**src/rtl/cordic_pkg.sv**
```systemverilog
// Shared definitions for the iterative CORDIC engine: mode encoding, FSM states,
// and constant generators for the arctangent table and the gain-compensation factor.
package cordic_pkg;

  localparam logic MODE_ROT = 1'b0;
  localparam logic MODE_VEC = 1'b1;

  // Counter wide enough for the largest legal ITER (24).
  localparam int CNT_W = 5;

  typedef enum logic [1:0] {
    ST_IDLE = 2'd0,
    ST_RUN  = 2'd1,
    ST_COMP = 2'd2,
    ST_DONE = 2'd3
  } cordic_state_e;

  // atan(2^-i) scaled by 2^30, rounded; beyond i=10 it equals 2^(30-i) at this precision.
  function automatic longint atan_base(input int i);
    case (i)
      0:       return 64'd843314857;
      1:       return 64'd497837829;
      2:       return 64'd263043837;
      3:       return 64'd133525159;
      4:       return 64'd67021687;
      5:       return 64'd33543516;
      6:       return 64'd16775851;
      7:       return 64'd8388437;
      8:       return 64'd4194283;
      9:       return 64'd2097149;
      default: return longint'(1) << (30 - i);
    endcase
  endfunction

  // round(atan(2^-i) * 2^(width-3))
  function automatic longint atan_q(input int i, input int width);
    longint t = atan_base(i);
    int     f = width - 3;
    if (f >= 30) return t << (f - 30);
    return (t + (longint'(1) << (29 - f))) >>> (30 - f);
  endfunction

  // round(0.6072529 * 2^(width-1)); 652032836 is that factor scaled by 2^30.
  function automatic longint k_q(input int width);
    longint k30 = 64'd652032836;
    int     f   = width - 1;
    if (f >= 30) return k30 << (f - 30);
    return (k30 + (longint'(1) << (29 - f))) >>> (30 - f);
  endfunction

endpackage

```
**src/rtl/cordic_atan_rom.sv**
```systemverilog
// Combinational arctangent lookup, one entry per micro-rotation, Q3.(WIDTH-3) radians.
module cordic_atan_rom
  import cordic_pkg::*;
#(
  parameter int WIDTH = 16,
  parameter int ITER  = 14
) (
  input  logic        [CNT_W-1:0] idx,
  output logic signed [WIDTH-1:0] atan_val
);

  always_comb begin
    atan_val = '0;
    for (int k = 0; k < ITER; k++) begin
      if (idx == CNT_W'(k)) atan_val = WIDTH'(atan_q(k, WIDTH));
    end
  end

endmodule

```
**src/rtl/cordic_iter_core.sv**
```systemverilog
// Iterative CORDIC engine: one micro-rotation per clock, rotation or vectoring mode.
// Define CORDIC_GAIN_COMP_EN to add a one-cycle gain compensation step (unit-gain outputs).
module cordic_iter_core
  import cordic_pkg::*;
#(
  parameter int WIDTH = 16,
  parameter int ITER  = 14
) (
  input  logic                    clk,
  input  logic                    rst,
  input  logic                    start,
  input  logic                    mode,
  input  logic signed [WIDTH-1:0] x_in,
  input  logic signed [WIDTH-1:0] y_in,
  input  logic signed [WIDTH-1:0] z_in,
  output logic                    in_ready,
  output logic                    out_valid,
  input  logic                    out_ready,
  output logic signed [WIDTH+1:0] x_out,
  output logic signed [WIDTH+1:0] y_out,
  output logic signed [WIDTH-1:0] z_out
);

  localparam int DW       = WIDTH + 2;
  localparam int ITER_MAX = (WIDTH - 1 < 24) ? WIDTH - 1 : 24;

  if (ITER < 1 || ITER > ITER_MAX) begin : g_bad_iter
    $error("cordic_iter_core: ITER must lie in 1..min(WIDTH-1,24)");
  end

  // Handshake: a request is taken when start && in_ready (IDLE only); a result is
  // consumed when out_valid && out_ready, and out_valid holds with stable data until then.

  cordic_state_e           state, state_nxt;
  logic        [CNT_W-1:0] iter_cnt;
  logic                    mode_q;
  logic                    ready_en;
  logic signed [DW-1:0]    x_q, y_q;
  logic signed [WIDTH-1:0] z_q;
  logic signed [WIDTH-1:0] atan_val;
  logic signed [DW-1:0]    x_sh, y_sh, x_nxt, y_nxt;
  logic signed [WIDTH-1:0] z_nxt;
  logic                    d_pos;
  logic                    last_iter;
  logic                    accept;

  cordic_atan_rom #(.WIDTH(WIDTH), .ITER(ITER)) u_atan_rom (
    .idx      (iter_cnt),
    .atan_val (atan_val)
  );

  // ready_en keeps in_ready low until the first clock after reset release.
  assign in_ready  = (state == ST_IDLE) && ready_en;
  assign accept    = start && in_ready;
  assign last_iter = (iter_cnt == CNT_W'(ITER - 1));

  // d = +1 when z >= 0 (rotation) or y < 0 (vectoring)
  always_comb begin
    d_pos = (mode_q == MODE_VEC) ? y_q[DW-1] : ~z_q[WIDTH-1];
    x_sh  = x_q >>> iter_cnt;
    y_sh  = y_q >>> iter_cnt;
    x_nxt = d_pos ? (x_q - y_sh) : (x_q + y_sh);
    y_nxt = d_pos ? (y_q + x_sh) : (y_q - x_sh);
    z_nxt = d_pos ? (z_q - atan_val) : (z_q + atan_val);
  end

`ifdef CORDIC_GAIN_COMP_EN
  localparam logic signed [WIDTH:0] KQ = (WIDTH + 1)'(k_q(WIDTH));
  localparam int PW = DW + WIDTH + 1;
  logic signed [PW-1:0] x_prod, y_prod;
  logic signed [DW-1:0] x_comp, y_comp;
  always_comb begin
    x_prod = PW'(x_q) * PW'(KQ);
    y_prod = PW'(y_q) * PW'(KQ);
    x_comp = DW'(x_prod >>> (WIDTH - 1));
    y_comp = DW'(y_prod >>> (WIDTH - 1));
  end
`endif

  always_comb begin
    state_nxt = state;
    case (state)
      ST_IDLE: if (accept) state_nxt = ST_RUN;
      ST_RUN: begin
        if (last_iter) begin
`ifdef CORDIC_GAIN_COMP_EN
          state_nxt = ST_COMP;
`else
          state_nxt = ST_DONE;
`endif
        end
      end
      ST_COMP: state_nxt = ST_DONE;
      ST_DONE: if (out_ready) state_nxt = ST_IDLE;
      default: state_nxt = ST_IDLE;
    endcase
  end

  always_ff @(posedge clk or posedge rst) begin
    if (rst) begin
      state     <= ST_IDLE;
      iter_cnt  <= '0;
      mode_q    <= MODE_ROT;
      ready_en  <= 1'b0;
      x_q       <= '0;
      y_q       <= '0;
      z_q       <= '0;
      x_out     <= '0;
      y_out     <= '0;
      z_out     <= '0;
      out_valid <= 1'b0;
    end else begin
      state    <= state_nxt;
      ready_en <= 1'b1;
      case (state)
        ST_IDLE: begin
          if (accept) begin
            x_q      <= DW'(x_in);
            y_q      <= DW'(y_in);
            z_q      <= z_in;
            mode_q   <= mode;
            iter_cnt <= '0;
          end
        end
        ST_RUN: begin
          x_q      <= x_nxt;
          y_q      <= y_nxt;
          z_q      <= z_nxt;
          iter_cnt <= iter_cnt + CNT_W'(1);
          if (last_iter) begin
            iter_cnt <= '0;
`ifndef CORDIC_GAIN_COMP_EN
            // Outputs load only from a finished result, never mid-iteration.
            x_out     <= x_nxt;
            y_out     <= y_nxt;
            z_out     <= z_nxt;
            out_valid <= 1'b1;
`endif
          end
        end
        ST_COMP: begin
`ifdef CORDIC_GAIN_COMP_EN
          x_out     <= x_comp;
          y_out     <= y_comp;
          z_out     <= z_q;
          out_valid <= 1'b1;
`endif
        end
        ST_DONE: if (out_ready) out_valid <= 1'b0;
        default: ;
      endcase
    end
  end

endmodule

```
**config.mk**
```make
export PLATFORM = sky130hd
export DESIGN_NAME = cordic_iter_core
export DESIGN_NICKNAME = d
export VERILOG_FILES = /design/src/rtl/cordic_pkg.sv /design/src/rtl/cordic_atan_rom.sv /design/src/rtl/cordic_iter_core.sv
export SDC_FILE = /design/constraint.sdc
export NUM_CORES = 1
export LEC_CHECK = 0
export BUFFER_PORTS_ARGS = -buffer_cell sky130_fd_sc_hd__buf_2
export CAP_MARGIN = 0
export CELL_PAD_IN_SITES_DETAIL_PLACEMENT = 1
export CELL_PAD_IN_SITES_GLOBAL_PLACEMENT = 1
export CORE_MARGIN = 4
export CORE_UTILIZATION = 46
export CTS_CLUSTER_SIZE = 28
export DETAILED_ROUTE_END_ITERATION = 16
export GPL_ROUTABILITY_DRIVEN = 0
export PLACE_DENSITY = 0.81
export SYNTH_ARGS = -nofsm -noshare
export SYNTH_HDL_FRONTEND = slang
export SYNTH_SLANG_ARGS = --single-unit
```
**constraint.sdc**
```tcl
create_clock -name clk -period 5.8 [get_ports clk]
set_input_delay 0.58 -clock clk [delete_from_list [all_inputs] [get_ports clk]]
set_output_delay 0.58 -clock clk [all_outputs]
set_load 0.1 [all_outputs]
```
==> out/results.txt <==
The worst setup path category is reg2reg. Among all cell types in the netlist, the one instantiated most often is sky130_fd_sc_hd__nand2_1. The floorplan die area is 25210 sq um, and the via count of the first global-routing pass is 10608. In the synthesized netlist the async set-or-reset flop fraction comes to 100.0%. Traced cell by cell, the critical path runs through inv_1 > ha_1 > nor3_1 > nand3_1 > a2111o_1 > o31ai_1 > nor2b_1 > a41o_1 > xor2_1 > ha_1 > nand3_1 > inv_1 > nand3_1 > a211oi_1 > nor3_1 > o41ai_1 > xor2_1 > a31oi_1 > a2bb2oi_1. The total CTS buffers is 17, and the deepest level of the CTS H-tree is 4. STA classifies the critical path endpoint as a register. In this run the most used layer during global routing was met2. Broken down by cell family, the worst path's largest delay share belongs to compound AO/OA/AOI/OAI gates. Setup repair after global routing left no endpoint under its margin. The floorplan row count is 54. The detailed-route via count was 9992; the number of endpoints failing setup at the final stage was 0. The run gives 0 as the number of antenna violations at the first check in global routing. In this run the mean area of a mapped cell was 8.737 sq um. The tools report the source of the critical timing path as iter_cnt[1]. In this run, synthesis produced a sequential element count of 114. The run gives 0 as the number of slew-limit violations in the final report. STA classifies the critical path startpoint as a register.

The number of hold violations in the final report came out at 0. The actual transition at the worst max-transition pin was 1.220 ns. The area share of the largest cell type after synthesis was 27.28%.

The worst-case clock buffer depth came out at 2. By count the netlist is led by sky130_fd_sc_hd__nand2_1 (134), sky130_fd_sc_hd__dfrtp_1 (114), sky130_fd_sc_hd__o21ai_0 (104), sky130_fd_sc_hd__nor2_1 (87), sky130_fd_sc_hd__a21oi_1 (75). The logs give 47.34% for the starting utilization of the core area and 34.04% for the global-route met1 utilization. The detailed router finished its first iteration with 800 violations. The detail route stage leaves a number of antenna-violating nets equal to 0. Based on the critical path, the design can be clocked at up to 0.1845 GHz.

The area growth from synthesis to layout is 14.15%. Summed over all failing endpoints, the final setup total negative slack is 0 ns. The worst path uses 93.45% of the clock period.

The wire length after detailed routing was 36410 um. In this design, the stage delay of the slowest critical-path cell is 0.68 ns. Mapped cell area: 10460 sq um.

The number of vias per cell works out to 6.312. Combined buffer and inverter count along the critical path: 2. Cells with a size suffix above 1 make up 21.49% of the layout. The peak fanout along the critical path was 29. During I/O placement, the number of pins put on the boundary was 107. The post-layout minimum cycle time works out to 5.420 ns. The net count of the finished layout is 1406.

Global routing consumed, on the met2 layer, 48.38% of the routing resources. In the routed design, unresolved DRC markers number 0. The die boundary height is 158.8 um, and the clock network latency to the later pin of the worst-skew pair is 0.43 ns.

Most used flip-flop cell after synthesis: sky130_fd_sc_hd__dfrtp_1. Global routing used 27.90% of the available tracks across all layers. The final antenna diode count is 0. Ranked by total cell area, the synthesized netlist is headed by sky130_fd_sc_hd__dfrtp_1 (27%), sky130_fd_sc_hd__ha_1 (7.2%), sky130_fd_sc_hd__mux4_2 (6.7%). Summed over all instances, the cell type with the most area after synthesis is sky130_fd_sc_hd__dfrtp_1.

The number of optimization iterations in the first detailed-route pass was 5. TritonCTS built the clock tree. Port buffering added 106 buffers. The first global-routing pass estimated 57560 um of wire. The tools report the number of library cell types mapped by synthesis as 90.

The yosys synthesis warning count was 0. At the worst endpoint, the arrival time is 5.72 ns. Max-cap violations in this run came to 0. Synthesis produced a netlist whose cell count is 1197. By instance count, the cell type seen most on the critical path is sky130_fd_sc_hd__nand3_1. The flow ran to the end, and the final reports show no timing, DRC or antenna violations. X dimension of the die: 158.8 um. Hold timing on the final database bottoms out at a slack of 0.3012 ns. Across the routed clock network, the largest skew measured is 0.01133 ns. Global routing used 4.251% of the available met3 tracks.

The tree is rooted in a sky130_fd_sc_hd__clkbuf_16. The part of the Yosys area used for sequential elements was 27.28%. The path type of the worst min-delay path was in2async.

Counting flops with a built-in enable in the synthesized netlist gives 0. The post-detailed-placement half-perimeter wirelength came out at 26640 um. After clock tree synthesis, the setup repair step added 0 buffers. The pin count of the biggest net entering global routing is 62, and the clock transition at the registers of the reported paths is 0.06 ns. The sink count of the clock tree is 114. The total overflow left after global routing is 0.

After detailed routing, the average wire length per cell comes to 23.00 um. The core area is 22090 sq um. Headroom to the max-slew limit came out at 18.64%. The slowest stage of the critical path belongs to the cell sky130_fd_sc_hd__dfrtp_4. Data on the critical path is required at its endpoint by 6.10 ns.

The tools report the number of nets in the synthesized netlist as 1313. The startpoint identified for the worst register-to-register timing path is iter_cnt[1].
==> cell families after synthesis <==
logic type,count (synthesis),share of synthesized area [%]
simple gates,379,17.41
compound gates,324,19.89
mux,126,16.38
flops,114,27.28
buf+inv,108,4.390
xor+xnor,82,6.867
fa+ha+maj,63,7.752
other cells,1,0.03586
==> layout by cell type (no fill, tap or decap), types with 5 or more instances in the layout <==
master and count:
sky130_fd_sc_hd__nand2_1 133, sky130_fd_sc_hd__dfrtp_1 112, sky130_fd_sc_hd__buf_2 106, sky130_fd_sc_hd__o21ai_0 103, sky130_fd_sc_hd__nor2_1 87, sky130_fd_sc_hd__a21oi_1 75, sky130_fd_sc_hd__ha_1 59, sky130_fd_sc_hd__mux2i_1 50
sky130_fd_sc_hd__xnor2_1 49, sky130_fd_sc_hd__mux2_2 43, sky130_fd_sc_hd__inv_1 38, sky130_fd_sc_hd__xor2_1 33, sky130_fd_sc_hd__mux4_2 31, sky130_fd_sc_hd__buf_4 30, sky130_fd_sc_hd__nor3_1 27, sky130_fd_sc_hd__nand3_1 21
sky130_fd_sc_hd__a31oi_1 19, sky130_fd_sc_hd__nor2b_1 18, sky130_fd_sc_hd__clkbuf_16 17, sky130_fd_sc_hd__and3_1 16, sky130_fd_sc_hd__o21a_1 12, sky130_fd_sc_hd__or3_1 12, sky130_fd_sc_hd__nand2b_1 12, sky130_fd_sc_hd__a21o_1 10
sky130_fd_sc_hd__o21bai_1 9, sky130_fd_sc_hd__nand4_1 9, sky130_fd_sc_hd__and2_1 8, sky130_fd_sc_hd__o211ai_1 8, sky130_fd_sc_hd__o21ai_1 8, sky130_fd_sc_hd__o22ai_1 7, sky130_fd_sc_hd__nor3b_1 7, sky130_fd_sc_hd__or2_2 6
sky130_fd_sc_hd__a211oi_1 6, sky130_fd_sc_hd__nand3b_1 5, sky130_fd_sc_hd__o31ai_1 5, sky130_fd_sc_hd__a221oi_1 5, sky130_fd_sc_hd__clkinv_4 5
==> sequential cells by signal, indices dropped and copies added (netlist names) <==
signal / count
state: 2
x_out: 18
z_q: 16
x_q: 18
y_out: 18
z_out: 16
y_q: 18
mode_q: 1
out_valid: 1
ready_en: 1
iter_cnt: 5
==> layout make-up <==
cell class                 count  area, sq um
inverter                      42        160.2
sequential                   114         2860
clock buffer                  19        442.9
tap                          280        350.3
timing repair buffer         140        835.8
clock inverter                13        127.6
fill                        2643        10150
multi-input combinational    975         7162
==> worst register-to-register path, stage by stage (launching register included) <==
cell	delay, ns
sky130_fd_sc_hd__dfrtp_4	0.68
sky130_fd_sc_hd__inv_1	0.18
sky130_fd_sc_hd__ha_1	0.35
sky130_fd_sc_hd__nor3_1	0.44
sky130_fd_sc_hd__nand3_1	0.20
sky130_fd_sc_hd__a2111o_1	0.50
sky130_fd_sc_hd__o31ai_1	0.11
sky130_fd_sc_hd__nor2b_1	0.15
sky130_fd_sc_hd__a41o_1	0.28
sky130_fd_sc_hd__xor2_1	0.19
sky130_fd_sc_hd__ha_1	0.34
sky130_fd_sc_hd__nand3_1	0.17
sky130_fd_sc_hd__inv_1	0.09
sky130_fd_sc_hd__nand3_1	0.08
sky130_fd_sc_hd__a211oi_1	0.32
sky130_fd_sc_hd__nor3_1	0.12
sky130_fd_sc_hd__o41ai_1	0.44
sky130_fd_sc_hd__xor2_1	0.37
sky130_fd_sc_hd__a31oi_1	0.14
sky130_fd_sc_hd__a2bb2oi_1	0.17
==> per-layer routing <==
| layer | vias up | routed length (um) |
|---|---|---|
| met1 | 4939 | 14590 |
| met5 | - | 0 |
| met4 | 0 | 1816 |
| li1 | 4554 | - |
| met3 | 119 | 2046 |
| met2 | 380 | 17960 |
==> final timing paths <==
path,slack (ns),cells after the start,endpoint
setup / recovery,0.38,19,z_q[15]
max in group asynchronous,4.26,3,y_out[8]
min in group clk,0.38,2,mode_q
hold reg to reg,0.48,2,x_out[0]
hold / removal,0.30,2,x_out[17]
setup reg to reg,0.38,19,z_q[15]
==> repair_timing <==
| item | 4_1_cts | 5_1_grt |
|---|---|---|
| resized for setup | 0 | 4 |
| hold buffers | 0 | 0 |
| endpoints found under the setup margin | 0 | 7 |
==> metrics by stage <==
step / cells / util, % / worst slack, ns / instance area [sq um]
2_1_floorplan: 1197 / - / 1.130 / 10460
3_3_place_gp: 1551 / 51.41 / 0.5244 / 11360
3_5_place_dp: 1551 / 51.41 / 0.2021 / 11360
4_1_cts: 1583 / 53.99 / 0.1620 / 11930
5_1_grt: 1583 / 54.04 / 0.02527 / 11940
6_report: 1583 / 54.04 / 0.3799 / 11940
Power is not shown: default switching activity piles up to over one toggle a cycle in this logic, so the estimate is an artifact.
